--- config.mk ---
export PLATFORM = sky130hd
export DESIGN_NAME = ex_mem_stage_flat
export DESIGN_NICKNAME = d
export VERILOG_FILES = /design/src/rtl/ex_mem_stage_if.sv /design/src/rtl/ex_mem_stage.sv /design/src/flat_wrapper.sv
export SDC_FILE = /design/constraint.sdc
export NUM_CORES = 1
export LEC_CHECK = 0
export BUFFER_PORTS_ARGS = -buffer_cell sky130_fd_sc_hd__buf_2
export CELL_PAD_IN_SITES_DETAIL_PLACEMENT = 1
export CELL_PAD_IN_SITES_GLOBAL_PLACEMENT = 1
export CORE_ASPECT_RATIO = 1.1
export CORE_MARGIN = 10
export CORE_UTILIZATION = 40
export CTS_CLUSTER_SIZE = 14
export DETAILED_ROUTE_END_ITERATION = 6
export HOLD_SLACK_MARGIN = 0.03
export PLACE_DENSITY_LB_ADDON = 0.1
export SLEW_MARGIN = 30
export SYNTH_ARGS = -nofsm -noshare
export SYNTH_HDL_FRONTEND = slang
export SYNTH_SLANG_ARGS = --single-unit
--- constraint.sdc ---
create_clock -name clkEXMEM -period 10.9 [get_ports clkEXMEM]
set_clock_uncertainty 0.1 [all_clocks]
set_input_delay 0.545 -clock clkEXMEM [delete_from_list [all_inputs] [get_ports clkEXMEM]]
set_output_delay 0.545 -clock clkEXMEM [all_outputs]
set_load 0.02 [all_outputs]
--- src/rtl/ex_mem_stage_if.sv ---
// ID/EX-to-EX/MEM bundle: decoded operands and controls in, latched EX/MEM fields out.
// The stage itself takes the slave side; the upstream ID/EX side takes the master side.
interface ex_mem_stage_if #(
    parameter int DATA_W = 32,
    parameter int REG_W  = 5
);
    logic [1:0]        Wb1;
    logic [2:0]        Mem1;
    logic              RegDst;
    logic [2:0]        ALUOp;
    logic              ALUSrc;
    logic [DATA_W-1:0] tAdd;
    logic [DATA_W-1:0] tALU;
    logic [DATA_W-1:0] tMux32;
    logic [DATA_W-1:0] tACsl;
    logic [REG_W-1:0]  tMux5_1;
    logic [REG_W-1:0]  tMux5_2;
    logic              jump_in;
    logic [25:0]       insad_in;
    logic              flush;

    logic              stall;
    logic [1:0]        Wb2;
    logic [2:0]        Mem2;
    logic [DATA_W-1:0] aluRes;
    logic              zero;
    logic [DATA_W-1:0] brTarget;
    logic [DATA_W-1:0] wrData;
    logic [REG_W-1:0]  wrReg;
    logic              jump_out;
    logic [DATA_W-1:0] jumpAddr;

    modport master (
        output Wb1, Mem1, RegDst, ALUOp, ALUSrc, tAdd, tALU, tMux32, tACsl,
               tMux5_1, tMux5_2, jump_in, insad_in, flush,
        input  stall, Wb2, Mem2, aluRes, zero, brTarget, wrData, wrReg,
               jump_out, jumpAddr
    );

    modport slave (
        input  Wb1, Mem1, RegDst, ALUOp, ALUSrc, tAdd, tALU, tMux32, tACsl,
               tMux5_1, tMux5_2, jump_in, insad_in, flush,
        output stall, Wb2, Mem2, aluRes, zero, brTarget, wrData, wrReg,
               jump_out, jumpAddr
    );
endinterface

--- src/rtl/ex_mem_stage.sv ---
// Execute stage with EX/MEM latch. Single-cycle ALU ops plus a shift-add MUL
// that holds the upstream pipeline via stall until its result is latched.
module ex_mem_stage #(
    parameter int DATA_W = 32,
    parameter int REG_W  = 5
) (
    input  logic           clkEXMEM,
    input  logic           rstEXMEM,
    ex_mem_stage_if.slave  bus
);
    localparam int              CNT_W    = $clog2(DATA_W);
    localparam logic [CNT_W-1:0] CNT_LAST = CNT_W'(DATA_W - 1);
    localparam logic [2:0]      OP_MUL   = 3'b101;

    typedef enum logic [1:0] {ST_IDLE, ST_MUL, ST_DONE} state_t;

    state_t state_reg, state_next;

    logic [DATA_W-1:0] operand_b, alu_result, br_target, jump_addr;
    logic [REG_W-1:0]  dest;

    logic [DATA_W-1:0] mcand_reg, mplier_reg, acc_reg, addend, acc_next;
    logic [CNT_W-1:0]  cnt_reg;
    logic [1:0]        wb_cap_reg;
    logic [2:0]        mem_cap_reg;
    logic [REG_W-1:0]  dest_cap_reg;
    logic              jump_cap_reg;
    logic [DATA_W-1:0] br_cap_reg, wr_data_cap_reg, jaddr_cap_reg;

    logic [1:0]        wb_reg;
    logic [2:0]        mem_reg;
    logic [DATA_W-1:0] alu_res_reg, br_target_reg, wr_data_reg, jump_addr_reg;
    logic              zero_reg, jump_reg;
    logic [REG_W-1:0]  wr_reg_reg;

    logic stall, issue, step, finish, load_alu;

    assign operand_b = bus.ALUSrc ? bus.tACsl : bus.tMux32;
    assign dest      = bus.RegDst ? bus.tMux5_2 : bus.tMux5_1;
    assign br_target = bus.tAdd + (bus.tACsl << 2);
    assign jump_addr = DATA_W'({bus.tAdd[DATA_W-1 -: 4], bus.insad_in, 2'b00});

    always_comb begin
        alu_result = '0;
        case (bus.ALUOp)
            3'b000:  alu_result = bus.tALU + operand_b;
            3'b001:  alu_result = bus.tALU - operand_b;
            3'b010:  alu_result = bus.tALU & operand_b;
            3'b011:  alu_result = bus.tALU | operand_b;
            3'b100:  alu_result = {{(DATA_W-1){1'b0}}, ($signed(bus.tALU) < $signed(operand_b))};
            3'b110:  alu_result = ~(bus.tALU | operand_b);
            3'b111:  alu_result = operand_b;
            default: alu_result = '0;
        endcase
    end

    // One partial product per step: the shifted multiplicand gated by the current multiplier LSB.
    for (genvar gi = 0; gi < DATA_W; gi++) begin : g_addend
        assign addend[gi] = mcand_reg[gi] & mplier_reg[0];
    end
    assign acc_next = acc_reg + addend;

    always_ff @(posedge clkEXMEM or posedge rstEXMEM) begin
        if (rstEXMEM) state_reg <= ST_IDLE;
        else          state_reg <= state_next;
    end

    always_comb begin
        state_next = state_reg;
        if (bus.flush) begin
            state_next = ST_IDLE;
        end else begin
            case (state_reg)
                ST_IDLE: if (bus.ALUOp == OP_MUL) state_next = ST_MUL;
                ST_MUL:  if (cnt_reg == CNT_LAST) state_next = ST_DONE;
                default: state_next = ST_IDLE;
            endcase
        end
    end

    always_comb begin
        stall    = 1'b0;
        issue    = 1'b0;
        step     = 1'b0;
        finish   = 1'b0;
        load_alu = 1'b0;
        if (!bus.flush) begin
            case (state_reg)
                ST_IDLE: begin
                    if (bus.ALUOp == OP_MUL) begin
                        stall = 1'b1;
                        issue = 1'b1;
                    end else begin
                        load_alu = 1'b1;
                    end
                end
                ST_MUL: begin
                    stall  = 1'b1;
                    step   = 1'b1;
                    finish = (cnt_reg == CNT_LAST);
                end
                default: ;
            endcase
        end
    end

    // Operands and EX/MEM fields of a MUL are frozen at issue; later input changes are ignored.
    always_ff @(posedge clkEXMEM or posedge rstEXMEM) begin
        if (rstEXMEM) begin
            mcand_reg       <= '0;
            mplier_reg      <= '0;
            acc_reg         <= '0;
            cnt_reg         <= '0;
            wb_cap_reg      <= '0;
            mem_cap_reg     <= '0;
            dest_cap_reg    <= '0;
            jump_cap_reg    <= 1'b0;
            br_cap_reg      <= '0;
            wr_data_cap_reg <= '0;
            jaddr_cap_reg   <= '0;
        end else if (issue) begin
            mcand_reg       <= bus.tALU;
            mplier_reg      <= operand_b;
            acc_reg         <= '0;
            cnt_reg         <= '0;
            wb_cap_reg      <= bus.Wb1;
            mem_cap_reg     <= bus.Mem1;
            dest_cap_reg    <= dest;
            jump_cap_reg    <= bus.jump_in;
            br_cap_reg      <= br_target;
            wr_data_cap_reg <= bus.tMux32;
            jaddr_cap_reg   <= jump_addr;
        end else if (step) begin
            acc_reg    <= acc_next;
            mcand_reg  <= mcand_reg << 1;
            mplier_reg <= mplier_reg >> 1;
            cnt_reg    <= cnt_reg + CNT_W'(1);
        end
    end

    always_ff @(posedge clkEXMEM or posedge rstEXMEM) begin
        if (rstEXMEM) begin
            wb_reg        <= '0;
            mem_reg       <= '0;
            alu_res_reg   <= '0;
            zero_reg      <= 1'b0;
            br_target_reg <= '0;
            wr_data_reg   <= '0;
            wr_reg_reg    <= '0;
            jump_reg      <= 1'b0;
            jump_addr_reg <= '0;
        end else if (load_alu) begin
            wb_reg        <= bus.Wb1;
            mem_reg       <= bus.Mem1;
            alu_res_reg   <= alu_result;
            zero_reg      <= (alu_result == '0);
            br_target_reg <= br_target;
            wr_data_reg   <= bus.tMux32;
            wr_reg_reg    <= dest;
            jump_reg      <= bus.jump_in;
            jump_addr_reg <= jump_addr;
        end else if (finish) begin
            wb_reg        <= wb_cap_reg;
            mem_reg       <= mem_cap_reg;
            alu_res_reg   <= acc_next;
            zero_reg      <= (acc_next == '0);
            br_target_reg <= br_cap_reg;
            wr_data_reg   <= wr_data_cap_reg;
            wr_reg_reg    <= dest_cap_reg;
            jump_reg      <= jump_cap_reg;
            jump_addr_reg <= jaddr_cap_reg;
        end else begin
            wb_reg   <= '0;
            mem_reg  <= '0;
            jump_reg <= 1'b0;
        end
    end

    assign bus.stall    = stall;
    assign bus.Wb2      = wb_reg;
    assign bus.Mem2     = mem_reg;
    assign bus.aluRes   = alu_res_reg;
    assign bus.zero     = zero_reg;
    assign bus.brTarget = br_target_reg;
    assign bus.wrData   = wr_data_reg;
    assign bus.wrReg    = wr_reg_reg;
    assign bus.jump_out = jump_reg;
    assign bus.jumpAddr = jump_addr_reg;
endmodule

--- src/flat_wrapper.sv ---
// flat-port wrapper written by rule: the top's interface ports become plain ports
module ex_mem_stage_flat 
#(
    parameter int DATA_W = 32,
    parameter int REG_W  = 5
)
  (clkEXMEM, rstEXMEM, bus_Wb1, bus_Mem1, bus_RegDst, bus_ALUOp, bus_ALUSrc, bus_tAdd, bus_tALU, bus_tMux32, bus_tACsl, bus_tMux5_1, bus_tMux5_2, bus_jump_in, bus_insad_in, bus_flush, bus_stall, bus_Wb2, bus_Mem2, bus_aluRes, bus_zero, bus_brTarget, bus_wrData, bus_wrReg, bus_jump_out, bus_jumpAddr);
  ex_mem_stage_if #(.DATA_W(DATA_W), .REG_W(REG_W)) bus_i ();
  input  logic clkEXMEM;
  input  logic rstEXMEM;
  input wire logic [$bits(bus_i.Wb1)-1:0] bus_Wb1;
  input wire logic [$bits(bus_i.Mem1)-1:0] bus_Mem1;
  input wire logic [$bits(bus_i.RegDst)-1:0] bus_RegDst;
  input wire logic [$bits(bus_i.ALUOp)-1:0] bus_ALUOp;
  input wire logic [$bits(bus_i.ALUSrc)-1:0] bus_ALUSrc;
  input wire logic [$bits(bus_i.tAdd)-1:0] bus_tAdd;
  input wire logic [$bits(bus_i.tALU)-1:0] bus_tALU;
  input wire logic [$bits(bus_i.tMux32)-1:0] bus_tMux32;
  input wire logic [$bits(bus_i.tACsl)-1:0] bus_tACsl;
  input wire logic [$bits(bus_i.tMux5_1)-1:0] bus_tMux5_1;
  input wire logic [$bits(bus_i.tMux5_2)-1:0] bus_tMux5_2;
  input wire logic [$bits(bus_i.jump_in)-1:0] bus_jump_in;
  input wire logic [$bits(bus_i.insad_in)-1:0] bus_insad_in;
  input wire logic [$bits(bus_i.flush)-1:0] bus_flush;
  output wire logic [$bits(bus_i.stall)-1:0] bus_stall;
  output wire logic [$bits(bus_i.Wb2)-1:0] bus_Wb2;
  output wire logic [$bits(bus_i.Mem2)-1:0] bus_Mem2;
  output wire logic [$bits(bus_i.aluRes)-1:0] bus_aluRes;
  output wire logic [$bits(bus_i.zero)-1:0] bus_zero;
  output wire logic [$bits(bus_i.brTarget)-1:0] bus_brTarget;
  output wire logic [$bits(bus_i.wrData)-1:0] bus_wrData;
  output wire logic [$bits(bus_i.wrReg)-1:0] bus_wrReg;
  output wire logic [$bits(bus_i.jump_out)-1:0] bus_jump_out;
  output wire logic [$bits(bus_i.jumpAddr)-1:0] bus_jumpAddr;
  assign bus_i.Wb1 = bus_Wb1;
  assign bus_i.Mem1 = bus_Mem1;
  assign bus_i.RegDst = bus_RegDst;
  assign bus_i.ALUOp = bus_ALUOp;
  assign bus_i.ALUSrc = bus_ALUSrc;
  assign bus_i.tAdd = bus_tAdd;
  assign bus_i.tALU = bus_tALU;
  assign bus_i.tMux32 = bus_tMux32;
  assign bus_i.tACsl = bus_tACsl;
  assign bus_i.tMux5_1 = bus_tMux5_1;
  assign bus_i.tMux5_2 = bus_tMux5_2;
  assign bus_i.jump_in = bus_jump_in;
  assign bus_i.insad_in = bus_insad_in;
  assign bus_i.flush = bus_flush;
  assign bus_stall = bus_i.stall;
  assign bus_Wb2 = bus_i.Wb2;
  assign bus_Mem2 = bus_i.Mem2;
  assign bus_aluRes = bus_i.aluRes;
  assign bus_zero = bus_i.zero;
  assign bus_brTarget = bus_i.brTarget;
  assign bus_wrData = bus_i.wrData;
  assign bus_wrReg = bus_i.wrReg;
  assign bus_jump_out = bus_i.jump_out;
  assign bus_jumpAddr = bus_i.jumpAddr;
  ex_mem_stage #(.DATA_W(DATA_W), .REG_W(REG_W)) u_core (.clkEXMEM(clkEXMEM), .rstEXMEM(rstEXMEM), .bus(bus_i));
endmodule
# Word level (Yosys, flattened, before mapping)
# Index checks and enable logic that the tools add are counted.
# W data, S select, Z words.
[totals]
reg_bits = 348
elab_cells = 125
[classes]
n_addsub = 5
order_cmp = 1
n_reduce_logical = 7
muxes = 45
n_bitwise = 35
eq_ne = 11
[ops]
columns = ["operator", "n"]
rows = [
  ["$mux W32", 15],
  ["$pmux W32 S7", 1],
  ["$add A32 B32 Y32", 3],
  ["$logic_not A32 Y1", 2],
  ["$and A1 B1 Y1", 32],
  ["$and A32 B32 Y32", 1],
  ["$lt A32 B32 Y1", 1],
  ["$not A32 Y32", 1],
  ["$or A32 B32 Y32", 1],
  ["$sub A32 B32 Y32", 1],
  ["$mux W5", 5],
  ["$mux W1", 15],
  ["$eq A3 B3 Y1 const B", 4],
  ["$mux W2", 5],
  ["$eq A3 B2 Y1 const B", 2],
  ["$mux W3", 2],
  ["$ne A3 B2 Y1 const B", 2],
  ["$add A5 B1 Y5 const B", 1],
  ["$eq A5 B5 Y1 const B", 1],
  ["$pmux W2 S2", 1],
  ["$reduce_bool A2 Y1", 2],
  ["$eq A3 B1 Y1 const B", 1],
  ["$logic_not A3 Y1", 1],
  ["$eq A2 B1 Y1 const B", 1],
  ["other kinds (3)", 3],
]

# Depth between registers and ports, before layout
[depth]
depth_word = 6
mapped_depth = 19
ltp_nobuf = 16

# Worst setup path before layout
# OpenSTA, ideal clock, no wires.
[synth_path]
kind = "input -> register"
start = "input bus_ALUSrc"
end = "register u_core.zero_reg (netlist: u_core.bus.zero)"
t_arrival_ns = 5.088
required_time_ns = 10.724
setup_time_ns = 0.076
path_buffers = 4
path_stages = 16
path_slack_ns = 5.635
path_cell_list = "buf_6 clkbuf_1 buf_1 buf_2 mux2i_1 ha_1 nor2_1 nand3_1 o31a_1 a2111oi_0 o21ai_0 a221o_1 a22oi_1 nand4_1 or4_1 o21ai_1"
[synth_between]
elab_chain_cells = 6
[synth_rtl]
columns = ["item", "line", "rtl"]
rows = [
  ["start, declared", "flat_wrapper.sv:15", "input wire logic [$bits(bus_i.ALUSrc)-1:0] bus_ALUSrc;"],
  ["$mux W32 (*)", "ex_mem_stage.sv:38", "assign operand_b = bus.ALUSrc ? bus.tACsl : bus.tMux32;"],
  ["parallel branches: the longest is 2 deep, another holds $sub A32 B32 Y32", "--", ""],
  ["$pmux W32 S7 (*)", "ex_mem_stage.sv:45", "case (bus.ALUOp)"],
  ["$logic_not A32 Y1 (*)", "ex_mem_stage.sv:156", "zero_reg <= (alu_result == '0);"],
  ["$mux W1 (*)", "ex_mem_stage.sv:152", "end else if (load_alu) begin"],
  ["end signal, assigned", "ex_mem_stage.sv:156", ""],
  ["end signal, assigned", "ex_mem_stage.sv:166", "zero_reg <= (acc_next == '0);"],
  ["end, declared", "ex_mem_stage.sv:33", "logic zero_reg, jump_reg;"],
]
# Every way passes the cells marked *.
# A chain may end at the register's enable or synchronous reset.

# Worst setup path in the final report
# Same ends and word-level chain as after synthesis.

==> metrics.md <==
| Metric | Value |
|---|---|
| Remaining DRCs | 0 |
| Yosys reg bits | 346 |
| Commonest non-fill, non-tap cell in the layout | nand2_1 |
| CTS tree | yes |
| Avg WL per Cell | 26.0 µm |
| Crit start category | primary input |
| Routed WL | 96200 µm |
| DRT Pass-1 Iters | 5 |
| Top sig layer | met4 |
| Initial antenna violation count | 4 |
| DRT iter0 DRCs | 1533 |
| Worst-case vdd ir drop | 0.114 mV |
| Die height | 271 µm |
| Period utilization | 51.4% |
| Final ANT Viol Nets | 0 |
| EDFF count, synth | 0 |
| Final hold violation count | 0 |
| First-pass GRT wire length | 144000 µm |
| Core area | 56400 µm² |
| Gr ovfl total | 0 |
| Worst path required time | 11.30 ns |
| Initial core utilization | 40.5% |
| Crit path kind | in2reg |
| Max cap viols | 0 |
| Fmax | 178 MHz |
| Pins Over Slew Limit | 0 |
| P_leak | 13.5 nW |
| Hold buffers post-CTS | 1 |
| Final #Nets | 3281 |
| CP Data Arrival Time | 6.01 ns |
| Wl on met1 | 41000 µm |
| Post-synth cell types | 82 |
| Worst-path clk slew | 0.06 ns |
| Setup TNS | 0 ns |
| Filler instances | 6775 |
| Post-CTS Repair Setup Buffers | 0 |
| PwrDens | 174 nW/µm² |
| Post-Synthesis Cells | 2682 |
| Final worst path period need | 5.60 ns |
| Post-synthesis instance area | 22900 µm² |
| Rows | 91 |
| CP Cell Sequence | buf_2 -> buf_4 -> mux2i_1 -> ha_1 -> nor3_1 -> o211ai_1 -> a31oi_1 -> a311oi_1 -> o31a_1 -> a2111oi_0 -> o21ai_0 -> a221o_1 -> a22oi_1 -> nand4_1 -> or4_1 -> o21ai_1 |
| Vias in the first global route | 22700 |
| PostCTS Resize Cnt | 0 |
| CTS Buf Count | 42 |
| Hold Crit Class | in2reg |
| Max FO, Critical Path | 32 |
| All-Layer GR Usage | 27.9% |
| Worst skew pair latency | 0.60 ns |
| Status | finished, final reports clean |
| # H-tree levels | 2 |
| Yosys warns | 0 |
| I/O Buffers | 316 |
| Largest net degree at the start of global routing | 102 |
| Clk sinks | 346 |
| Worst slack, placed | 4.95 ns |
| # IOs | 319 |
| Post-DP HPWL | 72700 µm |
| Slowest cell delay on critical path | 0.92 ns |
| Slew margin rel. | 31.6% |
| Total number of vias | 21700 |
| Clock root cell | clkbuf_16 |
| Share of flip-flops with an asynchronous set or reset | 100% |
| Routability cong. | 0.926 |
| Pwr Total | 4.62 mW |
| Setup crit end kind | register |
| Final setup vio count | 0 |
| Ys flop type | dfrtp_1 |
| Post-Layout Cell Count | 3693 |
| Met3 routed WL | 5730 µm |
| Mean Syn Cell Area | 8.52 µm² |
| Layout cells sized above 1 | 15.4% |
| RSZ-0062 raised after global routing | no |
| Final setup margin | 5.30 ns |
| Most frequent cells in the layout | nand2_1 (616), dfrtp_1 (345), buf_2 (315) |
| Slew @ Worst Pin | 1.00 ns |
| DP Cell Count | 3620 |
| Sequential element share of the synthesized area | 37.9% |
| Die span in x | 248 µm |
| DIE AREA | 67100 µm² |
| Metal2 WL | 45700 µm |
| Max clock buf depth | 3 |
| Slowest library cell on the worst path | a2111oi_0 |
| Vias per cell | 5.87 |
| Area Growth Syn to Fin | 15.8% |
==> path summary, 6_finish.rpt <==
kind | start | end | slack [ns] | cells past startpoint
min reg2reg | u_core.bus.jumpAddr[15] | u_core.bus.jumpAddr[15] | 0.37 | 2
min | bus_tMux32[30] | u_core.wr_data_cap_reg[30] | 0.07 | 3
max reg2reg | u_core.cnt_reg[0] | u_core.bus.zero | 6.02 | 15
max | bus_ALUSrc | u_core.bus.zero | 5.30 | 16
max in group asynchronous | rstEXMEM | u_core.wr_data_cap_reg[27] | 8.16 | 5
min in group asynchronous | rstEXMEM | u_core.dest_cap_reg[0] | 0.54 | 3
==> per-layer routing <==
layer | global-route usage [%] | vias up
met5 | 0 | -
met2 | 45.8 | 587
met4 | 9.86 | 0
met3 | 5.00 | 136
li1 | - | 9941
met1 | 36.0 | 11000
==> through the flow <==
stage / instance area [µm²] / utilization, % / hold slack, ns
3_3_place_gp: 25100 / 44.5 / 0.355
4_1_cts: 26500 / 46.9 / 0.0422
5_1_grt: 26500 / 47.0 / 0.0634
3_5_place_dp: 25100 / 44.5 / 0.358
2_1_floorplan: 22900 / - / 0.346
6_report: 26500 / 47.0 / 0.0667
==> layout make-up <==
class,instances,area [µm²],share of cell area (%)
clock inverter,7,120,0.454
multi-input combinational,2060,13200,49.8
clock buffer,63,1250,4.72
inverter,121,464,1.75
timing repair buffer,350,1850,6.99
antenna,2,5.00,0.0189
tap,744,931,3.52
sequential,346,8660,32.7
==> kinds of logic after synthesis <==
group                    after synthesis  synth area share (%)
AO/OA/AOI/OAI                        732                  22.4
other                                  1                0.0164
XOR/XNOR                              74                  2.84
buffers and inverters                277                  4.68
adder cells (fa/ha/maj)              182                  10.1
AND/OR/NAND/NOR                      987                  18.4
multiplexers                          83                  3.71
flip-flops                           346                  37.9
==> cell usage after synthesis, types with 7 or more instances <==
library cell | number | area [µm²]
and2_1 | 42 | 263
a21o_1 | 35 | 263
a22oi_1 | 142 | 1070
xnor2_1 | 53 | 464
nor2b_1 | 11 | 68.8
nor2_1 | 162 | 608
a211oi_1 | 40 | 300
or2_2 | 12 | 75.1
o21ai_0 | 136 | 681
xor2_1 | 21 | 184
nand4_1 | 20 | 125
mux2i_1 | 78 | 781
o22ai_1 | 9 | 56.3
o21a_1 | 15 | 113
inv_1 | 118 | 443
and3_1 | 15 | 93.8
nand2b_1 | 7 | 43.8
buf_1 | 26 | 97.6
nor4_1 | 9 | 56.3
clkbuf_1 | 115 | 432
nor3_1 | 30 | 150
o221ai_1 | 14 | 123
dfrtp_1 | 346 | 8660
nand2_1 | 618 | 2320
o31ai_1 | 11 | 82.6
o211ai_1 | 14 | 105
o211a_1 | 7 | 70.1
buf_2 | 12 | 60.1
a2111oi_0 | 7 | 61.3
a31oi_1 | 17 | 106
nand3_1 | 32 | 160
a21oi_1 | 125 | 626
o21bai_1 | 21 | 158
ha_1 | 178 | 2230
a22o_1 | 24 | 210
a221o_1 | 45 | 450
==> where the power goes <==
part	internal, mW	switching (mW)
Sequential	1.55	0.215
Combinational	0.502	0.925
Clock	0.837	0.588
Total	2.89	1.73
==> critical path, delay by kind of cell <==
family          cells  cell delay [ns]
compound gates      9             2.77
fa+ha+maj           1             0.48
buf+inv             2             0.58
mux                 1             0.48
simple gates        3             1.05
(Power assumes the default switching activity.)
